File: src/rtl/auto_range_period_meter.sv
// Auto-ranging period meter: times 2^NPER_LOG periods of a slow asynchronous input
// and reports the total as an OUT_W-bit mantissa plus a right-shift exponent.
module auto_range_period_meter #(
    parameter int CNT_W       = 32,
    parameter int OUT_W       = 16,
    parameter int NPER_LOG    = 2,
    parameter int TIMEOUT_CYC = 1_000_000
) (
    input  logic             clk,
    input  logic             reset,
    input  logic             start,
    input  logic             si,
    output logic             busy,
    output logic             done,
    output logic [OUT_W-1:0] prd_mant,
    output logic [4:0]       prd_exp,
    output logic             timeout,
    output logic             ovf
);

    localparam int WD_W = $clog2(TIMEOUT_CYC + 1);
    localparam int EC_W = NPER_LOG + 1;
    localparam logic [EC_W-1:0]  LAST_EDGE = EC_W'((1 << NPER_LOG) - 1);
    localparam logic [WD_W-1:0]  WD_LAST   = WD_W'(TIMEOUT_CYC - 1);
    localparam logic [CNT_W-1:0] RAW_MAX   = '1;

    typedef enum logic [2:0] {IDLE, ARM, MEAS, NORM, DONE} state_t;

    state_t           r_state;
    state_t           w_state_next;
    logic             r_sync1;
    logic             r_sync2;
    logic             r_sync3;
    logic [CNT_W-1:0] r_raw;
    logic [EC_W-1:0]  r_edge_cnt;
    logic [WD_W-1:0]  r_wdog;
    logic             r_sat;
    logic [4:0]       r_exp;
    logic [OUT_W-1:0] r_prd_mant;
    logic [4:0]       r_prd_exp;
    logic             r_timeout;
    logic             r_ovf;

    logic w_edge;
    logic w_final_edge;
    logic w_wd_expire;
    logic w_fits;

    assign w_edge       = r_sync2 & ~r_sync3;
    assign w_final_edge = (r_state == MEAS) && w_edge && (r_edge_cnt == LAST_EDGE);
    // A final edge landing on the last watchdog cycle still produces a normal result.
    assign w_wd_expire  = ((r_state == ARM) || (r_state == MEAS)) &&
                          (r_wdog == WD_LAST) && !w_final_edge;
    assign w_fits       = (r_raw >> OUT_W) == '0;

    assign busy     = (r_state != IDLE);
    assign done     = (r_state == DONE);
    assign prd_mant = r_prd_mant;
    assign prd_exp  = r_prd_exp;
    assign timeout  = r_timeout;
    assign ovf      = r_ovf;

    always_ff @(posedge clk) begin
        if (!reset) begin
            r_state <= IDLE;
        end else begin
            r_state <= w_state_next;
        end
    end

    always_comb begin
        w_state_next = r_state;
        case (r_state)
            IDLE: if (start) w_state_next = ARM;
            ARM: begin
                if (w_wd_expire) w_state_next = DONE;
                else if (w_edge) w_state_next = MEAS;
            end
            MEAS: begin
                if (w_final_edge)     w_state_next = NORM;
                else if (w_wd_expire) w_state_next = DONE;
            end
            NORM: if (w_fits) w_state_next = DONE;
            DONE: w_state_next = IDLE;
            default: w_state_next = IDLE;
        endcase
    end

    always_ff @(posedge clk) begin
        if (!reset) begin
            r_sync1    <= 1'b0;
            r_sync2    <= 1'b0;
            r_sync3    <= 1'b0;
            r_raw      <= '0;
            r_edge_cnt <= '0;
            r_wdog     <= '0;
            r_sat      <= 1'b0;
            r_exp      <= '0;
            r_prd_mant <= '0;
            r_prd_exp  <= '0;
            r_timeout  <= 1'b0;
            r_ovf      <= 1'b0;
        end else begin
            r_sync1 <= si;
            r_sync2 <= r_sync1;
            r_sync3 <= r_sync2;
            case (r_state)
                IDLE: begin
                    if (start) begin
                        r_wdog <= '0;
                        r_sat  <= 1'b0;
                        r_exp  <= '0;
                    end
                end
                ARM: begin
                    r_wdog <= r_wdog + 1'b1;
                    if (w_edge) begin
                        r_raw      <= CNT_W'(1);
                        r_edge_cnt <= '0;
                    end
                end
                MEAS: begin
                    r_wdog <= r_wdog + 1'b1;
                    if (w_edge) r_edge_cnt <= r_edge_cnt + 1'b1;
                    // The count is frozen on the final edge so r_raw holds the total.
                    if (!w_final_edge) begin
                        if (r_raw == RAW_MAX) r_sat <= 1'b1;
                        else                  r_raw <= r_raw + 1'b1;
                    end
                end
                NORM: begin
                    if (!w_fits) begin
                        r_raw <= r_raw >> 1;
                        r_exp <= r_exp + 5'd1;
                    end
                end
                default: ;
            endcase

            // Results are loaded on entry to DONE so they are valid alongside done.
            if (w_wd_expire) begin
                r_prd_mant <= '0;
                r_prd_exp  <= '0;
                r_timeout  <= 1'b1;
                r_ovf      <= r_sat;
            end else if ((r_state == NORM) && w_fits) begin
                r_prd_mant <= r_raw[OUT_W-1:0];
                r_prd_exp  <= r_exp;
                r_timeout  <= 1'b0;
                r_ovf      <= r_sat;
            end
        end
    end

endmodule

File: config.mk
export PLATFORM = sky130hd
export DESIGN_NAME = auto_range_period_meter
export DESIGN_NICKNAME = d
export VERILOG_FILES = /design/src/rtl/auto_range_period_meter.sv
export SDC_FILE = /design/constraint.sdc
export NUM_CORES = 1
export LEC_CHECK = 0
export ABC_AREA = 1
export BUFFER_PORTS_ARGS = -buffer_cell sky130_fd_sc_hd__buf_2
export CORE_MARGIN = 1.5
export CORE_UTILIZATION = 35
export CTS_CLUSTER_SIZE = 40
export DETAILED_ROUTE_END_ITERATION = 16
export PLACE_DENSITY = 0.6
export SLEW_MARGIN = 20
export SYNTH_ARGS = -nofsm -noshare
export SYNTH_HDL_FRONTEND = slang
export SYNTH_SLANG_ARGS = --single-unit
export TNS_END_PERCENT = 1
File: constraint.sdc
create_clock -name clk -period 4.5 [get_ports clk]
set_input_delay 0.45 -clock clk [delete_from_list [all_inputs] [get_ports clk]]
set_output_delay 0.45 -clock clk [all_outputs]
set_load 0.05 [all_outputs]
==> flow_metrics.py <==
metrics = {
    "critical_path": {
        "crit_path_max_incr_delay_ns": 0.43,
        "worst-path-stages": 10,
        "r2r-start": "r_state[0]",
        "reg2reg_slack_ns": 1.96,
        "crit_chain": "nand2_1 > nor2_1 > buf_4 > nand3_1 > nand2_1 > inv_2 > nand2_4 > inv_2 > nand2_1 > a21oi_2",
        "timing.rr.end": "r_raw[6]",
        "cp-start-kind": "flip-flop",
        "cp_common_cell": "nand2_1",
        "cp_max_fo": 44,
        "slowest_stage": "dfxtp_1",
        "path_delay_family": "simple AND/OR/NAND/NOR gates",
        "cp.required_ns": 4.70,
        "worstPathArrival_ns": 2.74,
        "worstRegToRegCells": 10,
        "cp-startpoint": "r_state[0]",
        "end_kind": "flip-flop",
        "crit_end": "r_raw[6]",
        "crit_buf_inv": 3,
        "path_class": "reg -> reg",
    },
    "clocking": {
        "htreeDepth": 3,
        "clkTransAtPathRegs_ns": 0.07,
        "clk_path_buf_depth": 2,
        "clock_sinks": 90,
        "cts_buffers": 9,
        "cts_hold_buffers": 0,
        "root_buffer": "clkbuf_16",
        "ctsResizeCount": 0,
        "clk_latency_ns": 0.35,
        "postCtsSetupBuffers": 0,
        "cts_tree": "done",
    },
    "cells_and_area": {
        "syn_to_final_growth_pct": 10.1,
        "diodes": 0,
        "stdcell_count": 1083,
        "fin_util_pct": 39.8,
        "drive_gt1_share_pct": 9.01,
        "fin_nets": 903,
    },
    "global_routing": {
        "grt_max_degree": 45,
        "grt_usage_pct": 18.0,
        "grt_pass1_vias": 4699,
        "grt_overflow": 0,
        "grt_pass1_wl_mm": 23.1,
        "antenna_found_initial": 0,
    },
    "synth": {
        "synthArstFlopShare_pct": 0,
        "ys_top_cells_by_count": "283 x nand2_1, 156 x nor2_1, 90 x dfxtp_1, 84 x inv_1, 64 x nand3_1",
        "avgSynthCellArea_sq_um": 6.00,
        "synthCells": 882,
        "ys_types": 36,
        "syn_area_sq_um": 5290,
        "yosysMostFrequentCell": "nand2_1",
        "synth_top_area_cell": "dfxtp_1",
        "ys_seq_elements": 90,
        "syn-num-nets": 891,
        "synth-main-ff-cell": "dfxtp_1",
        "synth_edf_count": 0,
        "synth_top_area_share_pct": 34.0,
        "ys.warnings.count": 0,
        "ys_seq_area_share_pct": 34.0,
        "netlist_top_cells_area": "dfxtp_1 34%, nand2_1 20%, nor2_1 11%, nand3_1 6.1%, inv_1 6.0%",
    },
    "die": {
        "start_util_pct": 36.1,
        "fp.dieW_um": 126,
        "rows": 44,
        "fp.dieArea_sq_um": 15900,
        "pin_count": 29,
        "die_y_um": 126,
        "coreArea_sq_um": 14600,
    },
    "route": {
        "firstDrtPassIters": 6,
        "wl_mm": 13.8,
        "vias": 5297,
        "vias_per_cell": 4.89,
        "wl_per_cell_um": 12.8,
        "ant_nets": 0,
        "drt_iter0_drc": 384,
        "drc": 0,
    },
    "run": {
        "max_cap_violations": 0,
    },
    "timing": {
        "min_period_ns": 2.54,
        "finalSetupViolCount": 0,
        "slew_violations": 0,
        "worstMarginPinSlew_ns": 0.915,
        "max_freq_ghz": 0.394,
        "relSlewSlack_pct": 39.0,
        "finalHoldViolations": 0,
        "rsz0062_at_grt": "false",
        "fin_worst_skew_ns": 0.00897,
        "fin_crit_sh_pct": 56.4,
        "setup_tns_ns": 0,
    },
    "placed_design": {
        "dpl.hpwl_mm": 9.86,
        "placed_cells": 1067,
        "io_buffers": 28,
        "gp_congestion": 0.912,
    },
    "worst_hold_path": {
        "worstHoldPathCells": 3,
        "hp-class": "in -> reg",
    },
    "power_and_ir_drop": {
        "vdd_ir_drop_max_uv": 262,
        "power_density_nw_per_um2": 493,
        "total_leakage_power_uw": 0.00233,
    },
    "outcome": {
        "status": "finished clean",
    },
}
## kinds of logic (layout without fill, tap and decap cells)
kind of cell / after synthesis / in the layout / synth area share [%]
compound gates: 121 / 121 / 12.4
xor+xnor: 1 / 1 / 0.166
fa+ha+maj: 5 / 5 / 1.18
buf+inv: 120 / 137 / 9.36
flops: 90 / 90 / 34.0
simple gates: 545 / 545 / 42.9
## metal layers
metal  GRT usage, %  up-vias  share of wire, %
met5              0        -                 0
met3           2.68       20               4.0
met4           7.51        0               2.1
li1               -     2801                 -
met2           26.5      101                42
met1           26.2     2375                52
## placed cells by master, fill, tap and decap left out, types with 2 or more instances in the layout
cell type,n
nand2_1,283
nor2_1,156
dfxtp_1,90
inv_1,84
nand3_1,64
o21ai_0,56
a21oi_1,43
buf_2,28
nor3_1,13
clkbuf_16,9
inv_2,8
a21oi_2,7
nor2_2,6
nand2_2,6
ha_1,5
nand4_1,4
nor2_4,4
o21ai_1,4
o22ai_1,4
clkinvlp_4,3
and3_1,2
nand3_4,2
nand2_4,2
a31oi_1,2
## final cells by class
class | count | area (sq um)
multi-input cells | 672 | 3000
clock inverters | 6 | 66.3
fillers | 1606 | 8820
inverters | 92 | 345
well taps | 184 | 230
clock buffers | 10 | 239
repair buffers | 29 | 148
flip-flops and latches | 90 | 1800
## worst register-to-register path: stages, from the launching register on
cell and delay, ns:
dfxtp_1 0.43, nand2_1 0.08, nor2_1 0.09, buf_4 0.25, nand3_1 0.43, nand2_1 0.22
inv_2 0.14, nand2_4 0.41, inv_2 0.19, nand2_1 0.11, a21oi_2 0.05
## how the worst min path moves through the flow
stage	endpoint	slack, ns	start
floorplan	r_sync2	0.39	r_sync1
global placement	r_sync2	0.42	r_sync1
detailed placement	r_sync2	0.42	r_sync1
CTS	r_sync1	0.28	si
global route	r_sync1	0.29	si
finish	r_sync1	0.29	si
## power breakdown
part | switching [uW] | internal [uW]
clock | 336 | 446
sequential | 154 | 919
combinational | 727 | 291
total | 1220 | 1660
## metrics by stage
stage	instance area [sq um]	setup slack [ns]	hold slack [ns]	total power, uW
finish	5830	1.96	0.287	2870
CTS	5830	1.89	0.278	2890
floorplan	5290	2.58	0.390	1890
global route	5830	1.69	0.293	3110
global placement	5520	2.00	0.418	2100
detailed placement	5520	1.91	0.422	2100
## state kept, by name (all words and copies together), names as in the netlist
| signal | flops |
|---|---|
| r_state | 3 |
| r_raw | 32 |
| r_sync1 | 1 |
| r_edge_cnt | 3 |
| r_exp | 5 |
| prd_mant | 16 |
| r_wdog | 20 |
| timeout | 1 |
| r_sync3 | 1 |
| r_sat | 1 |
| ovf | 1 |
| prd_exp | 5 |
| r_sync2 | 1 |
No activity file was read; power rests on OpenSTA's default activity.
